==> config.mk <==
export PLATFORM = sky130hd
export DESIGN_NAME = canny_fetch_sequencer
export DESIGN_NICKNAME = d
export VERILOG_FILES = /design/src/rtl/canny_pkg.sv /design/src/rtl/canny_addr_gen.sv /design/src/rtl/canny_fetch_sequencer.sv
export SDC_FILE = /design/constraint.sdc
export NUM_CORES = 1
export LEC_CHECK = 0
export BUFFER_PORTS_ARGS = -buffer_cell sky130_fd_sc_hd__buf_2
export CORE_AREA = 2 2 90 92
export CTS_BUF_LIST = sky130_fd_sc_hd__clkbuf_8
export CTS_CLUSTER_SIZE = 8
export DETAILED_ROUTE_END_ITERATION = 10
export DIE_AREA = 0 0 92 94
export GPL_TIMING_DRIVEN = 0
export HOLD_SLACK_MARGIN = 0.1
export PLACE_DENSITY = 0.78
export SKIP_CTS_REPAIR_TIMING = 1
export SYNTH_ARGS = -nofsm -noshare
export SYNTH_HDL_FRONTEND = slang
export SYNTH_SLANG_ARGS = --single-unit
==> constraint.sdc <==
create_clock -name clk -period 1.7 [get_ports clk]
set_input_delay 0.085 -clock clk [delete_from_list [all_inputs] [get_ports clk]]
set_output_delay 0.085 -clock clk [all_outputs]
set_load 0.02 [all_outputs]
==> src/rtl/canny_pkg.sv <==
// Shared types and constants for the Canny line-buffer fetch sequencer.
package canny_pkg;

    typedef enum logic [1:0] {
        IDLE = 2'd0,
        REQ  = 2'd1,
        EMIT = 2'd2,
        DONE = 2'd3
    } seqStateT;

    localparam int unsigned TAPS = 4;

    // Whole image rows in the frame; a partial trailing row is ignored.
    function automatic int unsigned nRows(
        input int unsigned startAddress,
        input int unsigned endAddress,
        input int unsigned rowWords
    );
        return (endAddress - startAddress + 1) / rowWords;
    endfunction

endpackage

==> src/rtl/canny_addr_gen.sv <==
// Row/column/tap counters and incremental read-address generation for the
// 4-row window walk (column fastest, then window row).
module canny_addr_gen
    import canny_pkg::*;
#(
    parameter int unsigned STARTADDRESS = 0,
    parameter int unsigned ENDADDRESS   = 2097151,
    parameter int unsigned ROWWORDS     = 256,
    parameter int unsigned ADDRW        = 24
) (
    input  logic             clk,
    input  logic             reset,
    input  logic             clear,
    input  logic             tapInc,
    input  logic             colInc,
    output logic [ADDRW-1:0] addr,
    output logic [1:0]       tap,
    output logic             lastTap,
    output logic             lastWindow
);

    localparam int unsigned NROWS   = nRows(STARTADDRESS, ENDADDRESS, ROWWORDS);
    localparam int unsigned LASTROW = (NROWS >= TAPS) ? (NROWS - TAPS) : 0;
    localparam int unsigned COLW    = (ROWWORDS > 1) ? $clog2(ROWWORDS) : 1;

    logic [ADDRW-1:0] rowBase;
    logic [ADDRW-1:0] tapOffset;
    logic [ADDRW-1:0] row;
    logic [COLW-1:0]  col;
    logic             colLast;

    assign colLast    = (col == COLW'(ROWWORDS - 1));
    assign lastTap    = (tap == 2'd3);
    assign lastWindow = (row == ADDRW'(LASTROW)) && colLast;
    assign addr       = rowBase + tapOffset + ADDRW'(col);

    // tapOffset tracks k*ROWWORDS so no multiplier is needed
    always_ff @(posedge clk) begin
        if (reset || clear) begin
            rowBase   <= ADDRW'(STARTADDRESS);
            tapOffset <= '0;
            row       <= '0;
            col       <= '0;
            tap       <= 2'd0;
        end else begin
            if (tapInc) begin
                tap       <= tap + 2'd1;
                tapOffset <= lastTap ? '0 : tapOffset + ADDRW'(ROWWORDS);
            end
            if (colInc) begin
                if (colLast) begin
                    col     <= '0;
                    row     <= row + ADDRW'(1);
                    rowBase <= rowBase + ADDRW'(ROWWORDS);
                end else begin
                    col <= col + COLW'(1);
                end
            end
        end
    end

endmodule

==> src/rtl/canny_fetch_sequencer.sv <==
// Request/acknowledge read sequencer feeding the Canny line buffer: four
// tap reads per column, then a window handshake with the downstream filter.
module canny_fetch_sequencer
    import canny_pkg::*;
#(
    parameter int unsigned STARTADDRESS = 0,
    parameter int unsigned ENDADDRESS   = 2097151,
    parameter int unsigned ROWWORDS     = 256,
    parameter int unsigned ADDRW        = 24
) (
    input  logic             clk,
    input  logic             reset,
    input  logic             start,
    output logic             readReq,
    output logic [ADDRW-1:0] readAddr,
    input  logic             readAck,
    output logic             captureEn,
    output logic [1:0]       tapIndex,
    output logic             windowValid,
    input  logic             windowReady,
    output logic             busy,
    output logic             done
);

    localparam int unsigned NROWS      = nRows(STARTADDRESS, ENDADDRESS, ROWWORDS);
    localparam bit          SHORTFRAME = (NROWS < TAPS);

    seqStateT         state;
    seqStateT         nextState;
    logic [ADDRW-1:0] genAddr;
    logic [1:0]       genTap;
    logic             lastTap;
    logic             lastWindow;
    logic             genClear;
    logic             tapInc;
    logic             colInc;

    assign captureEn = readReq & readAck;
    assign tapInc    = captureEn;
    assign colInc    = windowValid & windowReady;
    assign genClear  = (state == IDLE);

    canny_addr_gen #(
        .STARTADDRESS(STARTADDRESS),
        .ENDADDRESS  (ENDADDRESS),
        .ROWWORDS    (ROWWORDS),
        .ADDRW       (ADDRW)
    ) uAddrGen (
        .clk       (clk),
        .reset     (reset),
        .clear     (genClear),
        .tapInc    (tapInc),
        .colInc    (colInc),
        .addr      (genAddr),
        .tap       (genTap),
        .lastTap   (lastTap),
        .lastWindow(lastWindow)
    );

    always_ff @(posedge clk) begin
        if (reset) state <= IDLE;
        else       state <= nextState;
    end

    always_comb begin
        nextState = state;
        case (state)
            IDLE: if (start) nextState = SHORTFRAME ? DONE : REQ;
            REQ:  if (readAck && lastTap) nextState = EMIT;
            EMIT: if (windowReady) nextState = lastWindow ? DONE : REQ;
            DONE: nextState = IDLE;
            default: nextState = IDLE;
        endcase
    end

    // Address and tap are only driven while a request is outstanding
    always_comb begin
        readReq     = 1'b0;
        readAddr    = '0;
        tapIndex    = 2'd0;
        windowValid = 1'b0;
        busy        = 1'b0;
        done        = 1'b0;
        case (state)
            REQ: begin
                readReq  = 1'b1;
                readAddr = genAddr;
                tapIndex = genTap;
                busy     = 1'b1;
            end
            EMIT: begin
                windowValid = 1'b1;
                busy        = 1'b1;
            end
            DONE: done = 1'b1;
            default: ;
        endcase
    end

endmodule

==> results of run 1 <==
## cell usage after synthesis, drive strengths merged, types with 2 or more instances
cell,number
a211oi,2
clkbuf,14
o211ai,6
nand4,29
inv,12
or2,3
and3,11
o21a,3
nor4,5
mux2i,6
dfxtp,68
a21oi,22
o21ai,9
xor2,37
xnor2,23
nor2,75
o221ai,2
and4,7
nor2b,2
nand2b,6
nor3,15
buf,5
and4b,2
nand2,46
ha,25
or4,5
or3,5
nand3,24
and2,17
a211o,3
## cell families (layout without fill, tap and decap cells)
family                   Yosys count  count (layout)  synth area share
AND/OR/NAND/NOR                  255             255             0.320
buffers and inverters             32             131            0.0327
adder cells (fa/ha/maj)           25              25            0.0765
multiplexers                       7               7            0.0174
AO/OA/AOI/OAI                     58              58            0.0921
flip-flops                        68              68             0.333
XOR/XNOR                          60              60             0.128
## final timing paths
| kind | slack (ns) | endpoint | cells past startpoint |
|---|---|---|---|
| setup / recovery | -0.74 | readAddr[22] | 7 |
| hold / removal | 0.14 | uAddrGen.tap[1] | 4 |
| setup reg to reg | -0.32 | uAddrGen.rowBase[22] | 9 |
| hold reg to reg | 0.48 | uAddrGen.tap[1] | 2 |
## layout by cell type (no fill, tap or decap), drive strengths merged, types with 6 or more instances in the layout
master | Yosys | layout
a21oi | 22 | 22
and2 | 17 | 17
and3 | 11 | 11
and4 | 7 | 7
buf | 5 | 94
clkbuf | 14 | 15
dfxtp | 68 | 68
ha | 25 | 25
inv | 12 | 13
mux2i | 6 | 6
nand2 | 46 | 46
nand2b | 6 | 6
nand3 | 24 | 24
nand4 | 29 | 29
nor2 | 75 | 75
nor3 | 15 | 15
o211ai | 6 | 6
o21ai | 9 | 9
xnor2 | 23 | 23
xor2 | 37 | 37
## worst min-delay path, stage by stage
cell and delay [ns]:
buf_2 0.13, nand2_4 0.09, nand2_1 0.08, a21oi_1 0.06
## power by group through the flow
stage               clock (µW)  sequential [µW]  combinational, µW
detailed placement           0             1690                909
finish                    1330             1660               1290
global placement             0             1690                888
CTS                       1320             1650                913
global route              1390             1660               1380
floorplan                    0             1680                607
## through the flow
| step | cell area [µm²] | setup TNS [ns] | setup WS (ns) | util | total power, µW |
|---|---|---|---|---|---|
| after global routing | 5930 | -18.13 | -0.813 | 0.779 | 4420 |
| after global placement | 4690 | -23.60 | -0.544 | 0.617 | 2580 |
| after CTS | 4880 | -37.60 | -0.988 | 0.642 | 3890 |
| after floorplan | 4390 | -1.47 | -0.220 | - | 2290 |
| after detailed placement | 4690 | -26.37 | -0.599 | 0.617 | 2600 |
| final | 5930 | -14.43 | -0.740 | 0.779 | 4270 |
## layer usage
layer	up-vias	GRT usage	wire length [µm]
li1	1971	-	-
met1	2068	0.295	5080
met2	156	0.422	6790
met3	52	0.0321	568
met4	0	0.108	573
met5	-	0	0
## state kept, by name, indices dropped and copies added, names as in the netlist
name	cells
state	2
uAddrGen.tapOffset	16
uAddrGen.tap	2
uAddrGen.rowBase	16
uAddrGen.col	8
uAddrGen.row	24
## area by class of cell
class | count | area (µm²)
flip-flops and latches | 68 | 1440
multi-input cells | 405 | 3290
plain buffers | 15 | 138
clock buffers | 9 | 124
well taps | 102 | 128
clock inverters | 7 | 67.6
repair buffers | 87 | 686
inverters | 13 | 56.3
fillers | 499 | 1680
==> results.ini, run 1 <==
[run_status]
run_status = complete, but fails checks
violations = negative setup slack

[synthesis]
synth_top_cell_by_area = dfxtp_1
synth_cell_types = 52
yosysTopAreaCellShare = 0.333
async_flop_share = 0
yosys_warnings = 0
yosysSeqAreaShare = 0.333
synth-seq-cells = 68
syn_inst = 505
syn_avg_cell_area_um2 = 8.10
ys_top_cells_by_area = dfxtp_1, xor2_1, ha_1
synth_edf_count = 0
synth_nets = 535
synthFlopType = dfxtp_1
syn_area_um2 = 4090

[critical_path]
slowest_delay_ns = 0.36
crit_buf_inv = 1
crit_path_start = uAddrGen.rowBase[20]
crit_slowest_cell = dfxtp_4
r2r_start = state[1]
crit_chain = ha_4 > a21o_1 > a31o_2 > a221oi_2 > o31a_1 > mux2i_4 > buf_6
path_delay_family = compound AO/OA/AOI/OAI gates
cp_data_arrival_time_ns = 2.36
worstSetupEndpointType = primary output
crit_type = reg2out
crit_path_start_kind = flop
crit_fanout = 8
required_ns = 1.62

[layout]
final_cells = 706
area_delta_synth_final_pct = 44.8
diodes = 0
nets = 629
drive_above_1_share = 0.425

[placed_design]
routabilityCongestion = 0.918
io_buffers = 35
hpwl_mm = 7.36
place_inst = 642

[timing]
rsz0062_at_grt = yes
slew_headroom = 0.638
slew_viol_final = 0
fmax_ghz = 0.410
finalCriticalPeriod_ns = 2.44
hold_viol_final = 0
finalCritPeriodShare = 1.44
max_slew.worst_pin.slew_ns = 0.541
skew_ns = 0.0103
whs_ns = 0.141
finalSetupViolations = 60
timing.final.ws_setup_ns = -0.740

[clock_tree]
numCtsBuffers = 9
clk_pin_slew_worst_paths_ns = 0.08
clockBufferDepth = 2
insertion_delay_ns = 0.36
cts.sinks = 68
cts_max_level = 3
root_buffer = clkbuf_8
cts_tree = yes

[floorplanning]
start_util = 0.538
die_area_um2 = 8650
die_width_um = 92
io_pins = 36
rows = 32
coreArea_um2 = 7610
die_y_um = 94

[detailed_routing]
drt_first_iter_violations = 276
routed_wl_mm = 13.0
drc = 0
vias = 4247
via_per_inst = 6.02
ant_nets = 0
wl_per_cell_um = 18.4
first_pass_iters = 5

[power]
clock_power_share = 0.311
power_switching_share = 0.354
p_per_area_nw_per_um2 = 721
p_int_uw = 2760
combPwrFrac = 0.302
switchingPower_uw = 1510
seqPwrFrac = 0.387
p_leak_uw = 0.00222
irDropWorstVdd_mv = 0.819

[global_routing]
grt_pass1_wl_mm = 16.6
grt_start_max_net_pins = 13
antenna_found_initial = 0
grt_overflow_total = 0
grtUsageTotal = 0.241
grt_pass1_vias = 3598

[hold_path]
min_path_type = in2reg
hold_start = readAck

[run]
maxCapViolations = 0

(Power assumes the default switching activity.)
==> run 2: changes to the inputs <==
Settings changed: CAP_MARGIN from default to 20, CORE_AREA 2 2 90 92 to 2 2 99 101, DIE_AREA 0 0 92 94 to 0 0 101 103, PLACE_DENSITY 0.78 to 0.66.
==> results.ini, run 2 (same netlist as run 1, synthesis figures left out) <==
[run_status]
run_status = complete, but fails checks
violations = negative setup slack

[layout]
area_delta_synth_final_pct = 47.0
largest_reg_flops = 24  ; unchanged
largestRegisters = uAddrGen.row (24), uAddrGen.rowBase (16), uAddrGen.tapOffset (16)
final_common_cell = nor2_1
diodes = 0  ; unchanged
drive_above_1_share = 0.409  ; -0.0169
final_cell_mix = nor2_1, buf_4, nand2_1
fin_util = 0.636  ; -0.143
nets = 632  ; +0.48%
top_register = uAddrGen.row
final_cells = 721  ; +2.1%

[clock_tree]
numCtsBuffers = 9  ; unchanged
root_buffer = clkbuf_8
clk_pin_slew_worst_paths_ns = 0.08  ; about the same
insertion_delay_ns = 0.36  ; about the same
cts.sinks = 68  ; unchanged
cts_max_level = 3  ; unchanged
cts_tree = yes
clockBufferDepth = 2  ; unchanged

[power]
p_leak_uw = 0.00225  ; +1.5%
p_per_area_nw_per_um2 = 726  ; +0.71%
total_power_uw = 4370  ; +2.2%
irDropWorstVdd_mv = 0.702  ; -14%

[floorplanning]
die_area_um2 = 10400  ; +20%
coreArea_um2 = 9460  ; +24%
io_pins = 36  ; unchanged
start_util = 0.433  ; -0.105
die_width_um = 101  ; +9.8%
die_y_um = 103  ; +9.6%
rows = 36  ; +13%

[detailed_routing]
via_per_inst = 5.60  ; -6.9%
ant_nets = 0  ; unchanged
drt_first_iter_violations = 196  ; -29%
vias = 4036  ; -5.0%
wl_per_cell_um = 16.4  ; -11%
drc = 0  ; unchanged
first_pass_iters = 5  ; unchanged
routed_wl_mm = 11.8  ; -9.0%

[timing]
finalCriticalPeriod_ns = 2.38  ; -0.0633 ns
slew_headroom = 0.644  ; +0.00609
whs_ns = 0.132  ; -0.00872 ns
slew_viol_final = 0  ; unchanged
hold_viol_final = 0  ; unchanged
fmax_ghz = 0.421  ; +2.7%
finalCritPeriodShare = 1.40  ; -0.0373
timing.final.ws_setup_ns = -0.677  ; +0.0633 ns
finalSetupViolations = 48  ; -20%
max_slew.worst_pin.slew_ns = 0.533  ; -0.00752 ns
skew_ns = 0.0124  ; +0.00218 ns
rsz0062_at_grt = yes

[critical_path]
worstRegToRegCells = 9  ; unchanged
cp_data_arrival_time_ns = 2.29  ; -0.07 ns
crit_path_start_kind = flop
crit_fanout = 7  ; -1
crit_type = reg2out
worstSetupEndpointType = primary output
required_ns = 1.62  ; about the same

[global_routing]
grtUsageTotal = 0.201  ; -0.0397
antenna_found_initial = 0  ; unchanged
grt_pass1_vias = 3492  ; -2.9%
grt_overflow_total = 0  ; unchanged
grt_pass1_wl_mm = 16.4  ; -0.67%
grt_start_max_net_pins = 14  ; +1

[placed_design]
io_buffers = 35  ; unchanged
place_inst = 654  ; +1.9%
hpwl_mm = 7.63  ; +3.7%
routabilityCongestion = 0.820  ; -11%

[hold_path]
hold_path_depth = 4  ; unchanged
min_path_type = in2reg

[run]
maxCapViolations = 0  ; unchanged

-- run 2: path summary, 6_finish.rpt --
path / startpoint / end / slack, ns
min: windowReady / uAddrGen.col[2] / 0.13
min reg2reg: uAddrGen.col[1] / uAddrGen.col[1] / 0.49
max: uAddrGen.tapOffset[20] / readAddr[22] / -0.68
max reg2reg: state[0] / uAddrGen.row[15] / -0.18
-- run 2: power breakdown --
part | switching [µW] | internal [µW] | leakage [µW]
Clock | 685 | 832 | 0.000110
Combinational | 759 | 442 | 0.00157
Sequential | 45.4 | 1610 | 0.000568
-- run 2: final cells by class --
cell class                 instances  area [µm²]
clock inverter                     7        98.8
fill                             748        3440
timing repair buffer              91         757
buffer                            14         145
inverter                          13        52.6
tap                              114         143
sequential                        68        1440
multi-input combinational        405        3260
clock buffer                       9         124
-- run 2: metal layers --
layer / GRT usage / vias to the layer above / share of wire
met3: 0.0380 / 24 / 0.026
li1: - / 1983 / -
met5: 0 / - / 0
met4: 0.0686 / 0 / 0.025
met2: 0.364 / 68 / 0.53
met1: 0.240 / 1961 / 0.42
-- run 2: worst max-delay path, cell delays in order (launching register included) --
cell	delay, ns
dfxtp_4	0.36
ha_4	0.27
a21o_1	0.21
a31o_2	0.22
a221oi_2	0.25
o31a_1	0.23
mux2i_4	0.24
buf_6	0.13
-- run 2: per-stage QoR --
stage / setup TNS [ns] / worst slack [ns] / area (µm²)
global route: -13.29 / -0.769 / 6020
global placement: -27.67 / -0.590 / 4710
finish: -9.95 / -0.677 / 6020
detailed placement: -30.32 / -0.624 / 4710
CTS: -40.69 / -1.01 / 4930
floorplan: -1.47 / -0.220 / 4390
